`src/rtl/instr_encoder_loader_pkg.sv`:
```
// rtl/instr_encoder_loader_pkg.sv - opcode map, ALU codes, field widths and FSM encoding
package instr_encoder_loader_pkg;

    localparam int OPC_W    = 5;
    localparam int ALU_OP_W = 2;

    // Opcode map shared with the control unit's decoder
    localparam logic [OPC_W-1:0] OP_NOP  = 5'd0;
    localparam logic [OPC_W-1:0] OP_ADD  = 5'd1;
    localparam logic [OPC_W-1:0] OP_SUB  = 5'd2;
    localparam logic [OPC_W-1:0] OP_AND  = 5'd3;
    localparam logic [OPC_W-1:0] OP_OR   = 5'd4;
    localparam logic [OPC_W-1:0] OP_ADDI = 5'd5;
    localparam logic [OPC_W-1:0] OP_SUBI = 5'd6;
    localparam logic [OPC_W-1:0] OP_ANDI = 5'd7;
    localparam logic [OPC_W-1:0] OP_ORI  = 5'd8;

    localparam logic [ALU_OP_W-1:0] ALU_ADD = 2'd0;
    localparam logic [ALU_OP_W-1:0] ALU_SUB = 2'd1;
    localparam logic [ALU_OP_W-1:0] ALU_AND = 2'd2;
    localparam logic [ALU_OP_W-1:0] ALU_OR  = 2'd3;

    // Immediate forms sit exactly one ALU-class block above the register forms
    localparam logic [OPC_W-1:0] OPC_IMM_BIAS = OP_ADDI - OP_ADD;

    typedef enum logic [1:0] {
        ST_IDLE = 2'd0,
        ST_LOAD = 2'd1,
        ST_DONE = 2'd2
    } state_t;

    function automatic logic [OPC_W-1:0] encode_opcode(
        input logic                nop,
        input logic [ALU_OP_W-1:0] alu_op,
        input logic                use_imm
    );
        if (nop) begin
            return OP_NOP;
        end
        return OP_ADD + {{(OPC_W-ALU_OP_W){1'b0}}, alu_op} + (use_imm ? OPC_IMM_BIAS : '0);
    endfunction

endpackage

```
`src/rtl/instr_encoder_loader_sync_fifo.sv`:
```
// rtl/instr_encoder_loader_sync_fifo.sv - registered synchronous FIFO with full/empty flags
module instr_encoder_loader_sync_fifo #(
    parameter int WIDTH = 33,
    parameter int DEPTH = 4
) (
    input  logic             clk,
    input  logic             rst,
    input  logic             push,
    input  logic [WIDTH-1:0] push_data,
    input  logic             pop,
    output logic [WIDTH-1:0] head_data,
    output logic             full,
    output logic             empty
);

    localparam int AW = $clog2(DEPTH);

    logic [WIDTH-1:0] mem [DEPTH];
    logic [AW:0]      wr_ptr;
    logic [AW:0]      rd_ptr;

    // Extra pointer bit distinguishes full from empty when the index bits match
    always_ff @(posedge clk) begin
        if (rst) begin
            wr_ptr <= '0;
            rd_ptr <= '0;
        end else begin
            if (push && !full) begin
                wr_ptr <= wr_ptr + 1'b1;
            end
            if (pop && !empty) begin
                rd_ptr <= rd_ptr + 1'b1;
            end
        end
    end

    always_ff @(posedge clk) begin
        if (push && !full) begin
            mem[wr_ptr[AW-1:0]] <= push_data;
        end
    end

    assign head_data = mem[rd_ptr[AW-1:0]];
    assign empty     = (wr_ptr == rd_ptr);
    assign full      = (wr_ptr[AW] != rd_ptr[AW]) && (wr_ptr[AW-1:0] == rd_ptr[AW-1:0]);

endmodule

```
`src/rtl/instr_encoder_loader.sv`:
```
// rtl/instr_encoder_loader.sv - encodes instruction requests and streams them into instruction memory
module instr_encoder_loader
    import instr_encoder_loader_pkg::*;
#(
    parameter int INSTR_W    = 32,
    parameter int REG_AW     = 5,
    parameter int ADDR_W     = 8,
    parameter int FIFO_DEPTH = 4,
    localparam int IMM_W     = INSTR_W - OPC_W - 2*REG_AW
) (
    input  logic                in_clk,
    input  logic                in_rst,
    input  logic                in_start,
    input  logic [ADDR_W-1:0]   in_base_addr,
    input  logic                in_req_valid,
    output logic                out_req_ready,
    input  logic                in_req_nop,
    input  logic [1:0]          in_req_alu_op,
    input  logic                in_req_use_imm,
    input  logic [REG_AW-1:0]   in_req_rd,
    input  logic [REG_AW-1:0]   in_req_rs,
    input  logic [REG_AW-1:0]   in_req_rt,
    input  logic [IMM_W-1:0]    in_req_imm,
    input  logic                in_req_last,
    output logic                out_mem_wr_en,
    output logic [ADDR_W-1:0]   out_mem_addr,
    output logic [INSTR_W-1:0]  out_mem_wr_data,
    input  logic                in_mem_ready,
    output logic                out_busy,
    output logic                out_done,
    output logic [ADDR_W:0]     out_count
);

    state_t              state;
    state_t              state_nxt;
    logic [ADDR_W-1:0]   addr;
    logic [ADDR_W:0]     count;
    logic                last_seen;

    logic [OPC_W-1:0]    opcode;
    logic [IMM_W-1:0]    operand;
    logic [INSTR_W-1:0]  enc_word;

    logic                fifo_full;
    logic                fifo_empty;
    logic [INSTR_W:0]    fifo_head;
    logic                accept;
    logic                write_fire;
    logic                head_last;

    assign opcode   = encode_opcode(in_req_nop, in_req_alu_op, in_req_use_imm);
    assign operand  = in_req_use_imm ? in_req_imm : {{(IMM_W-REG_AW){1'b0}}, in_req_rt};
    assign enc_word = in_req_nop ? '0 : {opcode, in_req_rd, in_req_rs, operand};

    assign accept     = in_req_valid && out_req_ready;
    assign write_fire = out_mem_wr_en && in_mem_ready;
    assign head_last  = fifo_head[INSTR_W];

    instr_encoder_loader_sync_fifo #(
        .WIDTH (INSTR_W + 1),
        .DEPTH (FIFO_DEPTH)
    ) u_fifo (
        .clk       (in_clk),
        .rst       (in_rst),
        .push      (accept),
        .push_data ({in_req_last, enc_word}),
        .pop       (write_fire),
        .head_data (fifo_head),
        .full      (fifo_full),
        .empty     (fifo_empty)
    );

    always_ff @(posedge in_clk) begin
        if (in_rst) begin
            state <= ST_IDLE;
        end else begin
            state <= state_nxt;
        end
    end

    always_comb begin
        state_nxt = state;
        case (state)
            ST_IDLE: if (in_start) state_nxt = ST_LOAD;
            ST_LOAD: if (write_fire && head_last) state_nxt = ST_DONE;
            ST_DONE: state_nxt = ST_IDLE;
            default: state_nxt = ST_IDLE;
        endcase
    end

    // Handshakes are masked during reset so no write or accept escapes in that cycle
    always_comb begin
        out_req_ready   = 1'b0;
        out_mem_wr_en   = 1'b0;
        out_mem_wr_data = '0;
        out_done        = 1'b0;
        out_busy        = (state != ST_IDLE);
        case (state)
            ST_LOAD: begin
                out_req_ready = !in_rst && !fifo_full && !last_seen;
                out_mem_wr_en = !in_rst && !fifo_empty;
                if (!fifo_empty) begin
                    out_mem_wr_data = fifo_head[INSTR_W-1:0];
                end
            end
            ST_DONE: out_done = 1'b1;
            default: ;
        endcase
    end

    always_ff @(posedge in_clk) begin
        if (in_rst) begin
            addr      <= '0;
            count     <= '0;
            last_seen <= 1'b0;
        end else begin
            case (state)
                ST_IDLE: begin
                    if (in_start) begin
                        addr      <= in_base_addr;
                        count     <= '0;
                        last_seen <= 1'b0;
                    end
                end
                ST_LOAD: begin
                    if (accept && in_req_last) begin
                        last_seen <= 1'b1;
                    end
                    if (write_fire) begin
                        addr <= addr + 1'b1;
                        if (count != '1) begin
                            count <= count + 1'b1;
                        end
                    end
                end
                default: ;
            endcase
        end
    end

    assign out_mem_addr = addr;
    assign out_count    = count;

endmodule

```
`config.mk`:
```
export PLATFORM = sky130hd
export DESIGN_NAME = instr_encoder_loader
export DESIGN_NICKNAME = d
export VERILOG_FILES = /design/src/rtl/instr_encoder_loader_pkg.sv /design/src/rtl/instr_encoder_loader_sync_fifo.sv /design/src/rtl/instr_encoder_loader.sv
export SDC_FILE = /design/constraint.sdc
export NUM_CORES = 1
export LEC_CHECK = 0
export ABC_AREA = 1
export ABC_CLOCK_PERIOD_IN_PS = 3100
export CORE_MARGIN = 2
export CORE_UTILIZATION = 49
export CTS_BUF_LIST = sky130_fd_sc_hd__clkbuf_8 sky130_fd_sc_hd__clkbuf_16
export CTS_CLUSTER_DIAMETER = 60
export DETAILED_ROUTE_END_ITERATION = 8
export HOLD_SLACK_MARGIN = 0.12
export MAX_ROUTING_LAYER = met4
export PLACE_DENSITY = 0.76
export SYNTH_ARGS = -nofsm -noshare
export SYNTH_HDL_FRONTEND = slang
export SYNTH_SLANG_ARGS = --single-unit
```
`constraint.sdc`:
```
create_clock -name in_clk -period 3.1 [get_ports in_clk]
set_input_delay 0.62 -clock in_clk [delete_from_list [all_inputs] [get_ports in_clk]]
set_output_delay 0.62 -clock in_clk [all_outputs]
set_load 0.02 [all_outputs]
```
# Word level (Yosys, flattened, before mapping)
# Memory sizes are Yosys's and may differ from the RTL's. A register that Yosys moved wholly into a read port is not among the register bits.
# Cells that the tools add are included.
# W data, S select, Z words.
[totals]
n_memories = 1
out_inout_bits = 53
regBits = 26
ram_bits = 132
[mem_list]
columns = ["memory", "depth", "width", "rd", "rd_clocked_by_memory_dff", "wr", "line", "source"]
rows = [
  ["u_fifo.mem", 4, 33, 1, 1, 1, "instr_encoder_loader_sync_fifo.sv:18", "logic [WIDTH-1:0] mem [DEPTH];"],
]
[classes]
eq_ne = 11
muxes = 27
n_reduce_logical = 21
n_addsub = 6
[op_table]
columns = ["op", "n"]
rows = [
  ["$mux W32", 3],
  ["$mux W9", 3],
  ["$pmux W9 S2", 1],
  ["$mux W17", 1],
  ["$mux W8", 2],
  ["$pmux W8 S2", 1],
  ["$logic_and A1 B1 Y1", 10],
  ["$add A9 B1 Y9 const B", 1],
  ["$ne A9 B9 Y1 const B", 1],
  ["$add A8 B1 Y8 const B", 1],
  ["$mux W1", 8],
  ["$mux W2", 4],
  ["$ne A2 B2 Y1 const B", 4],
  ["$add A3 B1 Y3 const B", 2],
  ["$reduce_and A3 Y1", 2],
  ["$mux W5", 1],
  ["$add A3 B3 Y4", 1],
  ["$logic_not A1 Y1", 4],
  ["$pmux W2 S2", 1],
  ["$reduce_and A4 Y1", 1],
  ["$reduce_bool A2 Y1", 2],
  ["$add A1 B2 Y3 const A", 1],
  ["$eq A3 B3 Y1", 1],
  ["$mux W3", 1],
  ["8 further kinds", 8],
]

# Depth between registers and ports, before layout
# Gate-level depths: netlist (run 1).
[logic_depth]
depth_word = 10
depth_mapped = 11
depth_no_buf = 10

# Hierarchy
# A second synthesis (run 1) with hierarchy kept.
[unflattened]
hier_cells = 733
area_unflattened_um2 = 7290.7
[by_module_without_submodules]
columns = ["mod", "instances", "area_each_um2", "cells_each"]
rows = [
  ["instr_encoder_loader_sync_fifo", 1, 5427.7, 393],
  ["instr_encoder_loader", 1, 1863.0, 340],
]

# Least setup slack after synthesis (run 1)
# No wires, ideal clock.
[synth_timing]
path_type = "input-to-reg"
startpoint = "in in_rst"
endpoint = "mem u_fifo.mem[0][0], enable pin"
t_arrival_ns = 2.818
setup_slack_ns = -0.139
stages = 6
path_cell_list = "buf_2 -> nor3_1 -> o21ai_0 -> inv_1 -> nand2_1 -> nor2_1"
[synth_via]
elab_chain_len = 8
[synth_rtl]
columns = ["item", "line", "source"]
rows = [
  ["start: declaration", "instr_encoder_loader.sv:12", "input logic in_rst,"],
  ["$logic_not A1 Y1", "instr_encoder_loader.sv:100", "out_req_ready = !in_rst && !fifo_full && !last_seen;"],
  ["$logic_and A1 B1 Y1 (2 in a row)", "instr_encoder_loader.sv:100", ""],
  ["$mux W1", "instr_encoder_loader.sv:98", "case (state)"],
  ["net out_req_ready", "instr_encoder_loader.sv:16", "output logic out_req_ready,"],
  ["$logic_and A1 B1 Y1", "instr_encoder_loader.sv:55", "assign accept = in_req_valid && out_req_ready;"],
  ["$logic_and A1 B1 Y1", "instr_encoder_loader_sync_fifo.sv:38", "if (push && !full) begin"],
  ["$mux W1", "instr_encoder_loader_sync_fifo.sv:38", ""],
  ["$mux W1 (implied by the code)", "instr_encoder_loader_sync_fifo.sv:39", "mem[wr_ptr[AW-1:0]] <= push_data;"],
  ["end: declaration", "instr_encoder_loader_sync_fifo.sv:18", ""],
]
# The timed path passes the listed nets, and every way through them passes these cells.

# Worst setup path after layout (run 1)
[layout_timing]
startpoint = "reg u_fifo.wr_ptr[1]"
endpoint = "out out_mem_wr_data[0]"
[layout_via]
elab_chain_len = 3
[layout_rtl]
columns = ["item", "line", "source"]
rows = [
  ["start: declaration", "instr_encoder_loader_sync_fifo.sv:19", "logic [AW:0] wr_ptr;"],
  ["start signal: assignment", "instr_encoder_loader_sync_fifo.sv:29", "wr_ptr <= wr_ptr + 1'b1;"],
  ["$eq A3 B3 Y1", "instr_encoder_loader_sync_fifo.sv:44", "assign empty = (wr_ptr == rd_ptr);"],
  ["$mux W32", "instr_encoder_loader.sv:102", "if (!fifo_empty) begin"],
  ["$mux W32", "instr_encoder_loader.sv:98", ""],
  ["end: declaration", "instr_encoder_loader.sv:27", "output logic [INSTR_W-1:0] out_mem_wr_data,"],
]
# Every way passes these cells.

==> results summary, run 1 <==
By area the synthesized netlist is led by sky130_fd_sc_hd__edfxtp_1, sky130_fd_sc_hd__nor2_1, sky130_fd_sc_hd__dfxtp_1. Overall power consumption after layout is estimated at 4.825 mW. The post-detailed-route via-to-cell ratio came out at 5.410. The count of standard-cell rows came out at 43. The number of top-level pins is 103.

Among all stages on the critical path, the largest delay is contributed by sky130_fd_sc_hd__clkdlybuf4s50_1. The area taken by flip-flops and latches is 4405 um2. The most numerous cell type found on the critical path is sky130_fd_sc_hd__nand2_1. The total overflow left after global routing is 0. Clock skew on the completed layout was measured at 0.008877 ns. When the netlist entered floorplanning its net count stood at 763. The count of unique library cells instantiated by Yosys came out at 30. The launching point of the worst reg2reg path is state[0]$_SDFFE_PP0P_.

Detailed placement ended at an HPWL of 10220 um. The reported max-cap violation count came out at 0. The number of clock buffers added by TritonCTS is 17. The initial utilization of the core area, before any placement, comes to 49.94%. The pin count of the biggest net entering global routing is 33. Setup slack on the worst reg-to-reg path comes out at 0.82 ns. The weighted congestion reported at the end of routability-driven placement came out at 0.8827. The power density over the cells is 547.8 nW/um2.

The gate count after technology mapping is 704. For this design, the sink count on the clock tree is 156. After synthesis the cells add up to 6878 um2. The area taken by multi-input logic gates came out at 2177 um2. The critical path goes through inv_1 -> nand2_1 -> nand2_1 -> nand3_2 -> nand2_1 -> buf_4 -> a21oi_1 -> clkdlybuf4s50_1. The largest area contributor in the synthesized netlist is sky130_fd_sc_hd__edfxtp_1. The worst hold slack across all endpoints is 0.4711 ns.

Buffers placed on the I/O ports in this run total 101. Data on the critical path arrives at its endpoint at 2.38 ns. Counting the fill cells in the layout gives 1107.

STA classifies the critical path startpoint as a flip-flop. Static timing analysis puts the maximum clock frequency at 333.6 MHz. After global routing, the most crowded layer is met2. Across the VDD grid, the largest voltage drop is 0.2918 mV.

The H-tree generated during clock tree synthesis spans 4 levels. The synthesis-to-finish area growth is 28.05%. TritonCTS built the clock tree. The most critical setup path has its endpoint at out_mem_wr_data[0]. Setup repair after global routing left no endpoint under its margin. The number of antenna violations at the first check in global routing is 0. The path class of the tightest hold or removal check is flip-flop to flip-flop. The share of the synthesized area in the top cell type is 55.89%. The worst slew margin relative to its limit is 55.00%.

The count of pins over their slew limit was 0. The average size of a mapped cell came out at 9.770 um2. The number of DRC violations after detailed routing came out at 0. The worst setup path is captured at an output pin. The post-route cell area is 8807 um2. The critical path data required time came out at 2.48 ns. The count of antenna diodes in the layout is 0. The total placed cells including tap cells is 968. The floorplan die width came out at 122.5 um. Synthesis inferred 156 register bits. The met2 demand-to-capacity share in global routing came out at 39.31%. The number of buffers inserted by hold repair at cts is 0.

Sequential cells were found to cover 64.03% of the synthesized design area. Setup violations remaining at the end of the flow were counted as 0. The post-detailed-route wirelength per cell came out at 16.28 um.

For the pin with the worst max-slew slack, the measured transition is 0.6743 ns. In this run the worst setup path begins at u_fifo.wr_ptr[1]$_SDFFE_PP0N_. The count of yosys warnings during synthesis is 0. The first-pass iteration count of the detailed router came out at 5. The worst setup path is of the flip-flop to output pin kind. The worst path in the final design needs a cycle of 2.997 ns, including I/O delays and setup.

The number of hold violations in the final report is 0. The source-to-sink clock delay at the later pin of the worst-skew pair is 0.42 ns. The total vias in the final route came out at 5410. The met1 global-route usage is 28.27%.

At the end of the flow the core is filled with cells to 63.94%. In this run the remaining antenna-violating nets after routing total 0. The layout cell share with drive strength beyond 1 came out at 7.805%. The placeable core region is 13770 um2.

The global routing met3 resource utilization came out at 3.578%. The number of nets in the finished design is 866. From bottom edge to top edge, the die measures 122.5 um. The worst register-to-register path ends at u_fifo.mem[3][4]$_DFFE_PP_.

The final layout contains routed wiring with a total length of 16280 um. After the first detailed-routing iteration, the DRC count stood at 447. The run finished with clean final reports. The via count of the first global-routing pass came out at 5196.

The root buffer cell chosen for the clock tree is sky130_fd_sc_hd__clkbuf_16. The depth of the worst register-to-register path is 8. The maximum cell stage delay along the critical path is 0.65 ns.

The final period utilization came out at 96.69%. The standard cell area after detailed placement came out at 8144 um2. The first global-routing pass estimated 25760 um of wire. The maximum count of clock buffers along a single path is 2. The count of cells in the finished layout, fillers not included, comes to 1000.

The die covers 15000 um2. The leakage power of the design came out at 3.484 nW. The overall track demand over capacity in global routing came out at 23.30%. The maximum fanout encountered on the critical timing path is 31. Clock-pin slew was measured on the worst setup and hold paths at 0.06 ns.
-- cell families (layout without fill, tap and decap cells) --
logic type	Yosys count	count (layout)	share of synthesized area (%)
xor+xnor	4	4	0.5095
flops	156	156	64.04
compound gates	136	136	10.06
simple gates	320	320	18.96
buf+inv	78	194	4.748
fa+ha+maj	9	9	1.637
other cells	1	1	0.05452
-- critical path, delay by kind of cell, from the launching register on --
| kind | cells | cell delay (ns) |
|---|---|---|
| flops | 1 | 0.42 |
| compound gates | 1 | 0.21 |
| simple gates | 4 | 0.31 |
| buf+inv | 3 | 1.01 |
-- cell usage in the layout (no fill, tap or decap), types with 2 or more instances in the layout --
master / synthesis / routed
sky130_fd_sc_hd__dlymetal6s2s_1: 0 / 13
sky130_fd_sc_hd__clkinv_2: 0 / 3
sky130_fd_sc_hd__nor3_1: 3 / 3
sky130_fd_sc_hd__buf_6: 2 / 2
sky130_fd_sc_hd__edfxtp_1: 128 / 128
sky130_fd_sc_hd__ha_1: 9 / 9
sky130_fd_sc_hd__nand4_1: 3 / 3
sky130_fd_sc_hd__nand2_1: 85 / 85
sky130_fd_sc_hd__bufinv_16: 0 / 4
sky130_fd_sc_hd__clkbuf_8: 0 / 3
sky130_fd_sc_hd__a21oi_1: 57 / 57
sky130_fd_sc_hd__nand2_2: 3 / 3
sky130_fd_sc_hd__o21ai_1: 7 / 7
sky130_fd_sc_hd__nor2_4: 1 / 5
sky130_fd_sc_hd__buf_12: 0 / 2
sky130_fd_sc_hd__clkinv_1: 1 / 2
sky130_fd_sc_hd__nand3_1: 31 / 31
sky130_fd_sc_hd__inv_1: 38 / 42
sky130_fd_sc_hd__inv_2: 3 / 2
sky130_fd_sc_hd__nor2_1: 189 / 185
sky130_fd_sc_hd__o21bai_1: 3 / 3
sky130_fd_sc_hd__buf_4: 3 / 15
sky130_fd_sc_hd__clkbuf_16: 0 / 17
sky130_fd_sc_hd__clkdlybuf4s50_1: 0 / 88
sky130_fd_sc_hd__o21ai_0: 68 / 68
sky130_fd_sc_hd__xor2_1: 3 / 3
sky130_fd_sc_hd__dfxtp_1: 28 / 27
sky130_fd_sc_hd__nand2_4: 2 / 2
-- Yosys cell counts (all sizes together) --
master,count
dfxtp,28
clkbuf,22
inv,41
conb,1
edfxtp,128
o21bai,3
nand3,33
a21oi,57
nor3,3
ha,9
nor2,190
nand4,3
nand2,90
clkinv,1
xor2,3
o21ai,76
xnor2,1
or2,1
buf,14
-- area by class of cell --
| type | count | share of cell area [%] |
|---|---|---|
| clock inverter | 12 | 1.747 |
| sequential | 156 | 50.02 |
| clock buffer | 20 | 5.299 |
| tap | 180 | 2.557 |
| inverter | 42 | 1.818 |
| timing repair buffer | 120 | 13.84 |
| multi-input combinational | 470 | 24.72 |
-- power breakdown --
| group | internal [mW] | leakage [nW] | total [mW] | switching (mW) |
|---|---|---|---|---|
| Clock | 1.39 | 0.322 | 2.15 | 0.755 |
| Sequential | 2.30 | 1.40 | 2.32 | 0.0277 |
| Combinational | 0.151 | 1.76 | 0.356 | 0.204 |
| Total | 3.84 | 3.48 | 4.82 | 0.987 |
-- sequential cells by signal, indices dropped and copies added (netlist names), named ones only --
name           count
state              2
u_fifo.rd_ptr      3
last_seen          1
u_fifo.mem       128
out_mem_addr       8
u_fifo.wr_ptr      3
out_count          9
-- worst min path at each step --
stage	startpoint	to	slack, ns	cells after the start
after floorplan	last_seen$_SDFFE_PP0P_	last_seen$_SDFFE_PP0P_	0.45	2
final	last_seen$_SDFFE_PP0P_	last_seen$_SDFFE_PP0P_	0.47	2
after global routing	last_seen$_SDFFE_PP0P_	last_seen$_SDFFE_PP0P_	0.50	2
after CTS	last_seen$_SDFFE_PP0P_	last_seen$_SDFFE_PP0P_	0.47	2
after global placement	last_seen$_SDFFE_PP0P_	last_seen$_SDFFE_PP0P_	0.47	2
after detailed placement	last_seen$_SDFFE_PP0P_	last_seen$_SDFFE_PP0P_	0.47	2
-- per-layer routing --
metal	routed length, um	share of wire, %
met5	0	0
met4	294	1.8
met3	932	5.7
met2	8331	51
met1	6723	41
-- per-stage QoR --
step	setup WS, ns	TNS, ns
2_1_floorplan	-0.1394	-17.84
3_3_place_gp	0.2465	0
3_5_place_dp	0.2543	0
4_1_cts	0.004226	0
5_1_grt	0.0002016	0
6_report	0.1025	0
-- timing repair --
item	4_1_cts	5_1_grt
buffers inserted	0	0
endpoints found under the setup margin	1	21
resized for setup	1	15
(Power assumes the default switching activity.)
==> run 2, diff against run 1 <==
--- a/config.mk
+++ b/config.mk
@@ -7,14 +7,16 @@
 export LEC_CHECK = 0
 export ABC_AREA = 1
 export ABC_CLOCK_PERIOD_IN_PS = 3100
+export CAP_MARGIN = 40
 export CORE_MARGIN = 2
-export CORE_UTILIZATION = 49
+export CORE_UTILIZATION = 50
 export CTS_BUF_LIST = sky130_fd_sc_hd__clkbuf_8 sky130_fd_sc_hd__clkbuf_16
 export CTS_CLUSTER_DIAMETER = 60
 export DETAILED_ROUTE_END_ITERATION = 8
 export HOLD_SLACK_MARGIN = 0.12
 export MAX_ROUTING_LAYER = met4
-export PLACE_DENSITY = 0.76
+export PLACE_DENSITY = 0.77
 export SYNTH_ARGS = -nofsm -noshare
 export SYNTH_HDL_FRONTEND = slang
+export SYNTH_HIERARCHICAL = 1
 export SYNTH_SLANG_ARGS = --single-unit
==> run 2 against run 1 <==
Compared with the run above: clock skew about the same; sequential power increased by 3%; design area increased by 4.4%; cell count increased by 3.4%; synthesized area increased by 6.0%; largest cell class unchanged; largest power group unchanged.
==> results summary, run 2 <==
In the post-synthesis netlist, the cell with the most instances is sky130_fd_sc_hd__nor2_1. The endpoint type of the worst setup path is an output pin. By area the synthesized netlist is led by sky130_fd_sc_hd__edfxtp_1, sky130_fd_sc_hd__nor2_1, sky130_fd_sc_hd__dfxtp_1. The register clock-pin slew on the reported worst setup and hold paths came to 0.06 ns (about the same). The source-to-sink clock delay at the later pin of the worst-skew pair came to 0.43 ns (about the same).

Compared with the post-synthesis result, the final layout area differs by 26.15%. The clock tree skew after final layout was 0.008646 ns (-0.0002308 ns). The peak ir drop on the vdd network is 0.4094 mV (+40%). The clock period minus final worst setup slack came to 2.934 ns (-0.06323 ns). The CTS H-tree depth is 4 (unchanged). The count of pins over their slew limit is 0 (unchanged). Setup repair after global routing left no endpoint under its margin.

The leakage power of the design is 3.757 nW (+7.8%). The critical path data required time was 2.48 ns (about the same). The weighted congestion reported at the end of routability-driven placement is 0.8537 (-3.3%). The count of unique library cells instantiated by Yosys came out at 38 (+27%).

The floorplan die width is 124.8 um (+1.9%). The async set or reset register ratio after synthesis is 0% (unchanged). The initial core utilization came to 50.74% (+0.80 points). The sequential cell area fraction in the yosys report is 62.06% (-2.0 points). The flip-flop count of the largest register, all copies and words added is 132 (+3.1%). In this run the critical register-to-register path is captured at u_fifo/mem[1][26]$_DFFE_PP_.

The standard cell area after detailed placement is 8547 um2 (+4.9%). The placeable core region came out at 14370 um2 (+4.3%). The area of the mapped netlist came out at 7291 um2 (+6.0%). The number of hold violations in the final report is 0 (unchanged). The global routing met3 resource utilization is 5.284% (+1.7 points). The overall power of the completed layout came out at 4.868 mW (+0.89%). The slack of the worst reg-to-reg path was 0.76 ns (-0.06 ns). The die outline area is 15560 um2 (+3.8%). The number of nets in the finished design is 896 (+3.5%).

The most common cell after layout, fill and taps aside is sky130_fd_sc_hd__nor2_1. The y dimension of the die is 124.8 um (+1.9%). The data arrival time of the worst path came out at 2.31 ns (-0.07 ns). The power density over the cells came out at 529.3 nW/um2 (-3.4%).

The number of input and output port buffers inserted came out at 102 (+0.99%). On the critical path, the stage with the largest delay is an instance of sky130_fd_sc_hd__clkdlybuf4s50_1. The path with the worst hold slack has its endpoint at out_mem_addr[2]$_SDFFE_PP0P_. The overall overflow remaining after global route came out at 0 (unchanged). The met1 global-route usage was 25.80% (-2.5 points). The maximum cell stage delay along the critical path came out at 0.60 ns (-0.05 ns). The post-place setup slack was 0.3757 ns (+0.1215 ns). The utilization of the core after routing is 64.01% (+0.066 points). The maximum fanout encountered on the critical timing path came to 23 (-26%). The clock root buffer is sky130_fd_sc_hd__clkbuf_16.

The number of top-level pins came to 103 (unchanged). The dominant register cell in the synthesized netlist is sky130_fd_sc_hd__edfxtp_1. The startpoint kind of the worst setup timing path is a flip-flop. The library cells used most frequently in the layout, excluding fill and tap cells, are sky130_fd_sc_hd__nor2_1, sky130_fd_sc_hd__edfxtp_1, sky130_fd_sc_hd__nand2_1, sky130_fd_sc_hd__clkdlybuf4s50_1, sky130_fd_sc_hd__o21ai_0. The number of cells in the finished layout apart from fillers is 1034 (+3.4%). The met2 demand-to-capacity share in global routing came to 36.42% (-2.9 points).

The via count of the first global-routing pass came to 5182 (-0.27%). The total vias in the final route is 5456 (+0.85%). The number of DRC violations after detailed routing is 0 (unchanged). The number of setup buffers added after CTS was 0 (unchanged). The gate count after technology mapping came to 733 (+4.1%). The critical path buffer and inverter count came to 5 (+2). The number of buffers added by the clock tree synthesis step came out at 17 (unchanged). The number of inserted filler cells in the final layout is 1118 (+0.99%). The count of standard-cell rows came out at 44 (+2.3%). The average size of a mapped cell came out at 9.946 um2 (+1.8%). The depth of the worst register-to-register path is 7 (-1).

The overall track demand over capacity in global routing came to 21.69% (-1.6 points). The area taken by flip-flops and latches is 4527 um2 (+2.8%). The final setup TNS was 0 ns (unchanged). The pin count of the biggest net entering global routing came out at 35 (+6.1%). The number of antenna violations at the first check in global routing came out at 0 (unchanged). The post-route cell area came out at 9198 um2 (+4.4%). The flip-flop and latch count after synthesis came out at 160 (+2.6%). The class of the worst hold path is flip-flop to flip-flop. The number of flops mapped to enable cells by yosys came out at 132 (+3.1%).

The count of antenna diodes in the layout was 0 (unchanged). The remaining number of nets flagged by the antenna check after routing came out at 0 (unchanged). The category of the most critical setup path is flip-flop to output pin.

The largest area contributor in the synthesized netlist is sky130_fd_sc_hd__edfxtp_1. The highest attainable clock frequency is 340.8 MHz (+2.2%). Ranked by instance count, the synthesized netlist is headed by sky130_fd_sc_hd__nor2_1, sky130_fd_sc_hd__edfxtp_1, sky130_fd_sc_hd__nand2_1. The worst hold slack across all endpoints is 0.4971 ns (+0.02599 ns). The reported max-cap violation count is 0 (unchanged). The layout cell share with drive strength beyond 1 came out at 11.18% (+3.4 points). The total placed cells including tap cells is 1002 (+3.5%). The first-pass iteration count of the detailed router is 4 (-1).

TritonCTS built the clock tree. The TritonCTS sink count is 160 (+2.6%). The kind of cell with the highest combined delay along the critical path is buffers and inverters. The DRC marker count from the first detailed-route iteration was 619 (+38%). The most frequent cell on the critical path is sky130_fd_sc_hd__nand2_1. The post-detailed-route via-to-cell ratio came out at 5.277 (-2.5%). The sum of routed wire length over all layers came out at 16050 um (-1.4%).

The worst register-to-register path begins at state[0]$_SDFFE_PP0P_. The share of the synthesized area in the top cell type is 54.37% (-1.5 points). The critical path starts at u_fifo/wr_ptr[1]$_SDFFE_PP0P_.

After global routing, the most crowded layer is met2. The flow ran to the end, and the final reports show no timing, DRC or antenna violations. The detailed placement HPWL is 9795 um (-4.2%). The worst path setup slack after routing is 0.1658 ns (+0.06323 ns).

Walking the worst path, the cells encountered are inv_2 -> nand2_1 -> nand2_2 -> nand3_4 -> inv_1 -> clkinv_1 -> buf_6 -> nand2_1 -> nor2_1 -> clkdlybuf4s50_1. The maximum count of clock buffers along a single path came out at 2 (unchanged). The count of yosys warnings during synthesis came out at 6 (+6). The post-detailed-route wirelength per cell is 15.53 um (-4.6%). In this run the most critical hold path is launched from out_mem_addr[2]$_SDFFE_PP0P_.

The instance count along the most critical hold path came out at 2 (unchanged). The wire length of the first global-routing pass is 25480 um (-1.1%). The area taken by multi-input logic gates is 2354 um2 (+8.1%). The final count of negative-setup-slack endpoints came out at 0 (unchanged). The final period utilization came out at 94.65% (-2.0 points).
[run 2: timing repair]
item | 4_1_cts | 5_1_grt
hold buffers | 0 | 0
resized for setup | 0 | 29
setup endpoints to repair | 0 | 27
[run 2: logic make-up after synthesis]
kind of cell | count (synthesis) | synth area share, %
xor+xnor | 2 | 0.2403
other cells | 1 | 0.05144
flops | 160 | 62.06
fa+ha+maj | 9 | 1.545
compound gates | 139 | 10.73
simple gates | 332 | 19.25
buf+inv | 90 | 6.127
[run 2: where the power goes]
part           switching, mW  internal [mW]  leakage (nW)  total [mW]
clock                  0.883           1.13         0.269        2.01
combinational          0.275          0.190          2.06       0.465
sequential            0.0302           2.36          1.43        2.39
total                   1.19           3.68          3.76        4.87
[run 2: routing by layer]
metal / wire (um) / vias to the layer above
li1: - / 2693
met1: 6680 / 2550
met2: 8149 / 194
met3: 1064 / 19
met4: 158 / 0
met5: 0 / -
[run 2: area by class of cell]
| type | instances | area share, % |
|---|---|---|
| Timing Repair Buffer | 119 | 14.20 |
| Inverter | 53 | 2.204 |
| Clock buffer | 17 | 4.625 |
| Tap cell | 184 | 2.503 |
| Sequential cell | 160 | 49.22 |
| Clock inverter | 15 | 1.660 |
| Multi-Input combinational cell | 486 | 25.59 |
[run 2: how the worst max path moves through the flow]
stage                            endpoint  slack (ns)  cells after the start
6_report              out_mem_wr_data[12]        0.17                     10
5_1_grt               out_mem_wr_data[19]       0.002                     10
4_1_cts                out_mem_wr_data[1]      0.0002                     10
3_5_place_dp                out_mem_wr_en        0.38                      5
3_3_place_gp                out_mem_wr_en        0.41                      5
2_1_floorplan  u_fifo/mem[1][0]$_DFFE_PP_        0.10                      9
[run 2: worst min-delay path: cells and delay by family (launching register included)]
family	cells	cell delay (ns)
flops	1	0.33
buf+inv	1	0.07
compound gates	1	0.05
==> RTL change 1, RTL diff (config.mk and constraints of run 1) <==
The 3 states of `state_t` get a one-hot encoding in 3 bits.
--- a/src/rtl/instr_encoder_loader_pkg.sv
+++ b/src/rtl/instr_encoder_loader_pkg.sv
@@ -25,6 +25,6 @@
 
-    typedef enum logic [1:0] {
-        ST_IDLE = 2'd0,
-        ST_LOAD = 2'd1,
-        ST_DONE = 2'd2
+    typedef enum logic [2:0] {
+        ST_IDLE = 3'b001,
+        ST_LOAD = 3'b010,
+        ST_DONE = 3'b100
     } state_t;
Check against the original RTL: no difference found for any inputs over 4 cycles, from zero or initial values and one cycle with in_rst high; so few cycles prove little.
==> RTL change 1 against run 1 <==
  * Clock power increased by 2%
  * Critical endpoint is now out_mem_wr_data[12]
  * Setup slack improved by 37 ps
  * Sequential cell count increased by 1
  * Synthesized cell count decreased by 0.14%
  * Total power decreased by 1.2%
  * Combinational power decreased by 29%
  * Design area increased by 0.80%
  * Synthesized area increased by 0.65%
  * Wire length decreased by 2.5%
  * Worst hold slack improved by 22 ps
==> RTL change 1: results (changes against run 1) <==
<table>
<tr><th>Metric</th><th>Value</th></tr>
<tr><th colspan="2">Route</th></tr>
<tr><td>Post-DR vias/cell</td><td>5.32 (-1.7%)</td></tr>
<tr><td>WL per Instance</td><td>15.9 um (-2.3%)</td></tr>
<tr><td>Initial detailed-routing violation count</td><td>530 (+19%)</td></tr>
<tr><th colspan="2">Worst setup path</th></tr>
<tr><td>Reg2reg end</td><td>out_count[2]$_SDFFE_PP0P_</td></tr>
<tr><td>Source of the worst register-to-register timing path</td><td>out_count[3]$_SDFFE_PP0P_</td></tr>
<tr><td>Setup crit start</td><td>u_fifo.wr_ptr[0]$_SDFFE_PP0N_</td></tr>
<tr><td>Logic depth of the worst register-to-register path</td><td>10 (+2)</td></tr>
<tr><td>Setup slack on the worst flop-to-flop path</td><td>1080 ps (+260 ps)</td></tr>
<tr><td>Worst EP arrival</td><td>2340 ps (-40 ps)</td></tr>
<tr><th colspan="2">Power and ir drop</th></tr>
<tr><td>Worst ir drop on vdd</td><td>381 uV (+31%)</td></tr>
<tr><td>Pleak</td><td>3.66 nW (+5.1%)</td></tr>
<tr><th colspan="2">Timing</th></tr>
<tr><td>Fin Clk Skew</td><td>9.33 ps (+0.453 ps)</td></tr>
<tr><td>Hold_ws</td><td>494 ps (+22.5 ps)</td></tr>
<tr><th colspan="2">Global routing</th></tr>
<tr><td>Antenna violations before repair</td><td>0 (unchanged)</td></tr>
<tr><td>Number of global-route vias before repair</td><td>5158 (-0.73%)</td></tr>
<tr><td>Global-route wire length before repair</td><td>25100 um (-2.7%)</td></tr>
<tr><th colspan="2">Synthesis</th></tr>
<tr><td>Yosys cell types</td><td>36 (+20%)</td></tr>
<tr><td>Area contributors post-synth</td><td>sky130_fd_sc_hd__edfxtp_1 56%, sky130_fd_sc_hd__nor2_1 10%, sky130_fd_sc_hd__dfxtp_1 8.4%</td></tr>
<tr><td>Syn_nets</td><td>762 (-0.13%)</td></tr>
<tr><td>List of most frequent post-synthesis cells</td><td>192 x sky130_fd_sc_hd__nor2_1, 128 x sky130_fd_sc_hd__edfxtp_1, 75 x sky130_fd_sc_hd__o21ai_0</td></tr>
<tr><th colspan="2">Clock network</th></tr>
<tr><td>Post-CTS sizing</td><td>0 (-1)</td></tr>
<tr><th colspan="2">Final layout</th></tr>
<tr><td>Share of post-route cells with drive strength above 1</td><td>9.17% (+1.4 points)</td></tr>
<tr><td>Final net count</td><td>864 (-0.23%)</td></tr>
<tr><td>Count of inserted antenna diode cells</td><td>0 (unchanged)</td></tr>
<tr><th colspan="2">Placed design</th></tr>
<tr><td>Half-perimeter wire length of the detailed placement result</td><td>9870 um (-3.4%)</td></tr>
<tr><td>Gpl congestion</td><td>0.836 (-5.3%)</td></tr>
<tr><th colspan="2">Outcome</th></tr>
<tr><td>Outcome</td><td>finished clean</td></tr>
</table>
==> RTL change 1: cell count changes after synthesis, moves of 4 or more <==
cell                      before  now
sky130_fd_sc_hd__a21oi_1      57   48
sky130_fd_sc_hd__buf_2         6   12
sky130_fd_sc_hd__nand2_1      85   73
sky130_fd_sc_hd__nand3_1      31   20
sky130_fd_sc_hd__o21ai_0      68   75
sky130_fd_sc_hd__o21ai_1       7   11
==> RTL change 1: how the worst max path moves through the flow <==
stage / to / slack [ps] / cells after the start
floorplan: u_fifo.mem[3][0]$_DFFE_PP_ / 70 / 6
global placement: out_mem_wr_en / 270 / 5
detailed placement: out_mem_wr_en / 250 / 5
CTS: out_mem_wr_data[13] / 20 / 6
global route: out_mem_wr_data[24] / 10 / 8
finish: out_mem_wr_data[12] / 140 / 8
==> RTL change 1: cell type report <==
class | count | area, um2
multi-input combinational | 461 | 2170
clock inverter | 12 | 169
inverter | 48 | 181
sequential | 157 | 4430
tap | 180 | 225
clock buffer | 20 | 467
timing repair buffer | 120 | 1240
fill | 1054 | 4950
==> RTL change 1: cell families after synthesis <==
| group | share of synthesized area (%) |
|---|---|
| simple gates | 18.5 |
| flops | 63.9 |
| compound gates | 10.0 |
| buf+inv | 5.13 |
| fa+ha+maj | 1.63 |
| xor+xnor | 0.759 |
| other cells | 0.0542 |
==> RTL change 1: per-layer routing <==
metal | global-route usage (%) | share of wire [%]
met3 | 4.51 | 5.5
met1 | 26.8 | 42
met2 | 37.8 | 51
met4 | 9.41 | 2.1
met5 | - | 0
==> RTL change 1: power by group <==
| part | internal [W] | switching (W) |
|---|---|---|
| Sequential | 0.00229 | 0.0000200 |
| Clock | 0.00140 | 0.000793 |
| Combinational | 0.000116 | 0.000139 |
| Total | 0.00381 | 0.000952 |
==> RTL change 1: critical path, stage by stage (launching register included) <==
cell	delay, ps
sky130_fd_sc_hd__dfxtp_1	410
sky130_fd_sc_hd__inv_2	90
sky130_fd_sc_hd__nand2_1	60
sky130_fd_sc_hd__nand2_1	100
sky130_fd_sc_hd__nand3_4	120
sky130_fd_sc_hd__nand2_1	60
sky130_fd_sc_hd__buf_4	270
sky130_fd_sc_hd__a21oi_1	180
sky130_fd_sc_hd__clkdlybuf4s50_1	630
==> RTL change 1: per-stage QoR <==
step | cells | setup WS, ps | power, W | utilization, % | cell area, um2
6_report | 998 | 139 | 0.00477 | 64.2 | 8880
5_1_grt | 998 | 12.1 | 0.00491 | 64.2 | 8880
4_1_cts | 998 | 18.3 | 0.00479 | 63.8 | 8820
3_5_place_dp | 966 | 247 | 0.00261 | 59.2 | 8180
3_3_place_gp | 966 | 273 | 0.00260 | 59.2 | 8180
2_1_floorplan | 703 | 73.7 | 0.00248 | - | 6920
==> RTL change 2, RTL diff (flow settings as in run 1) <==
Made on the original files. `INSTR_W`: 32 -> 48.
--- a/src/rtl/instr_encoder_loader.sv
+++ b/src/rtl/instr_encoder_loader.sv
@@ -4,3 +4,3 @@
 #(
-    parameter int INSTR_W    = 32,
+    parameter int INSTR_W    = 48,
     parameter int REG_AW     = 5,
Interface: changed (resized in_req_imm and out_mem_wr_data); port bits go from 103 to 135. The function was not compared with the original's and may differ.
==> RTL change 2 against run 1 <==
  * Clock power increased by 27%
  * Design area up 37%
  * Non-clock buffer count increased by 34
  * Sequential power rose by 41%
  * Clock skew about the same
  * Wire length rose by 31%
  * Synthesized area rose by 38%
  * Total power is 32% higher
  * Setup slack got worse by 44 ps
  * Combinational power increased by 9.0%
  * Global-route usage decreased by 1.9 points
  * Sequential cell count rose by 64
  * Largest cell class unchanged
==> RTL change 2: results (changes against run 1) <==
<table>
<tr><th>Metric</th><th>Value</th></tr>
<tr><th colspan="2">Final layout</th></tr>
<tr><td>Largest register FFs</td><td>192 (+50%)</td></tr>
<tr><td>Filler Cells Inserted</td><td>1489 (+35%)</td></tr>
<tr><th colspan="2">Placed design</th></tr>
<tr><td>Port bufs</td><td>133 (+32%)</td></tr>
<tr><td>Total cell area at the placement stage</td><td>11200 um2 (+38%)</td></tr>
<tr><td>Gpl congestion</td><td>0.788 (-11%)</td></tr>
<tr><th colspan="2">Synthesis</th></tr>
<tr><td>Complex-gate fraction of the synthesized area</td><td>10.3% (+0.21 points)</td></tr>
<tr><td>Register area share after synthesis</td><td>66.5% (+2.5 points)</td></tr>
<tr><td>Parity-gate share of the synthesized area counting xor and xnor cells</td><td>0.368% (-0.14 points)</td></tr>
<tr><td>Synth Area in Adders</td><td>1.18% (-0.45 points)</td></tr>
<tr><td>List of most frequent post-synthesis cells</td><td>279 x sky130_fd_sc_hd__nor2_1, 192 x sky130_fd_sc_hd__edfxtp_1, 112 x sky130_fd_sc_hd__o21ai_0</td></tr>
<tr><th colspan="2">Worst setup path</th></tr>
<tr><td>Reg2reg end</td><td>u_fifo.mem[2][17]$_DFFE_PP_</td></tr>
<tr><td>Setup slack on the worst flop-to-flop path</td><td>1050 ps (+230 ps)</td></tr>
<tr><td>Max Fanout on Critical Path</td><td>47 (+52%)</td></tr>
<tr><td>Logic depth of the worst register-to-register path</td><td>9 (+1)</td></tr>
<tr><td>Source of the worst register-to-register timing path</td><td>state[1]$_SDFFE_PP0P_</td></tr>
<tr><td>Worst EP arrival</td><td>2420 ps (+40 ps)</td></tr>
<tr><th colspan="2">Route</th></tr>
<tr><td>Met2 wire len</td><td>10400 um (+25%)</td></tr>
<tr><td>Via count</td><td>6962 (+29%)</td></tr>
<tr><td>Initial detailed-routing violation count</td><td>514 (+15%)</td></tr>
<tr><td>Detailed-routed wire length on met3</td><td>1360 um (+46%)</td></tr>
<tr><th colspan="2">Outcome</th></tr>
<tr><td>Outcome</td><td>finished clean</td></tr>
<tr><th colspan="2">Power and ir drop</th></tr>
<tr><td>Net switching share of the total power</td><td>20.2% (-0.27 points)</td></tr>
<tr><td>Worst ir drop on vdd</td><td>330 uV (+13%)</td></tr>
<tr><td>Pleak</td><td>4.67 nW (+34%)</td></tr>
<tr><th colspan="2">Global routing</th></tr>
<tr><td>Met1 capacity usage during global routing</td><td>28.2% (-0.094 points)</td></tr>
<tr><td>Global-route wire length before repair</td><td>33300 um (+29%)</td></tr>
<tr><th colspan="2">Clock network</th></tr>
<tr><td>Maximum level of the CTS H-tree</td><td>1 (-3)</td></tr>
<tr><th colspan="2">Timing</th></tr>
<tr><td>Hold_ws</td><td>478 ps (+7.12 ps)</td></tr>
<tr><td>Final period utilization</td><td>98.1% (+1.4 points)</td></tr>
</table>
RTL change 2: cell count changes after synthesis, sizes merged, moves of 6 or more:
cell	delta
a21oi	+8
edfxtp	+64
nor2	+91
nand3	-11
o21ai	+44
inv	+6
buf	+15
RTL change 2: layout make-up:
type	instances	area [um2]	share of cell area (%)
Timing Repair Buffer	154	1660	13.8
Clock inverter	17	181	1.51
Multi-Input combinational cell	605	2770	23.1
Sequential cell	220	6330	52.6
Clock buffer	23	576	4.79
Inverter	47	181	1.51
Tap cell	260	325	2.70
RTL change 2: power by group through the flow:
stage | clock network (W) | registers (W) | logic [W]
floorplan | 0 | 0.00334 | 0.000192
global placement | 0 | 0.00332 | 0.000383
detailed placement | 0 | 0.00333 | 0.000386
CTS | 0.00276 | 0.00326 | 0.000389
global route | 0.00289 | 0.00327 | 0.000427
finish | 0.00272 | 0.00326 | 0.000388
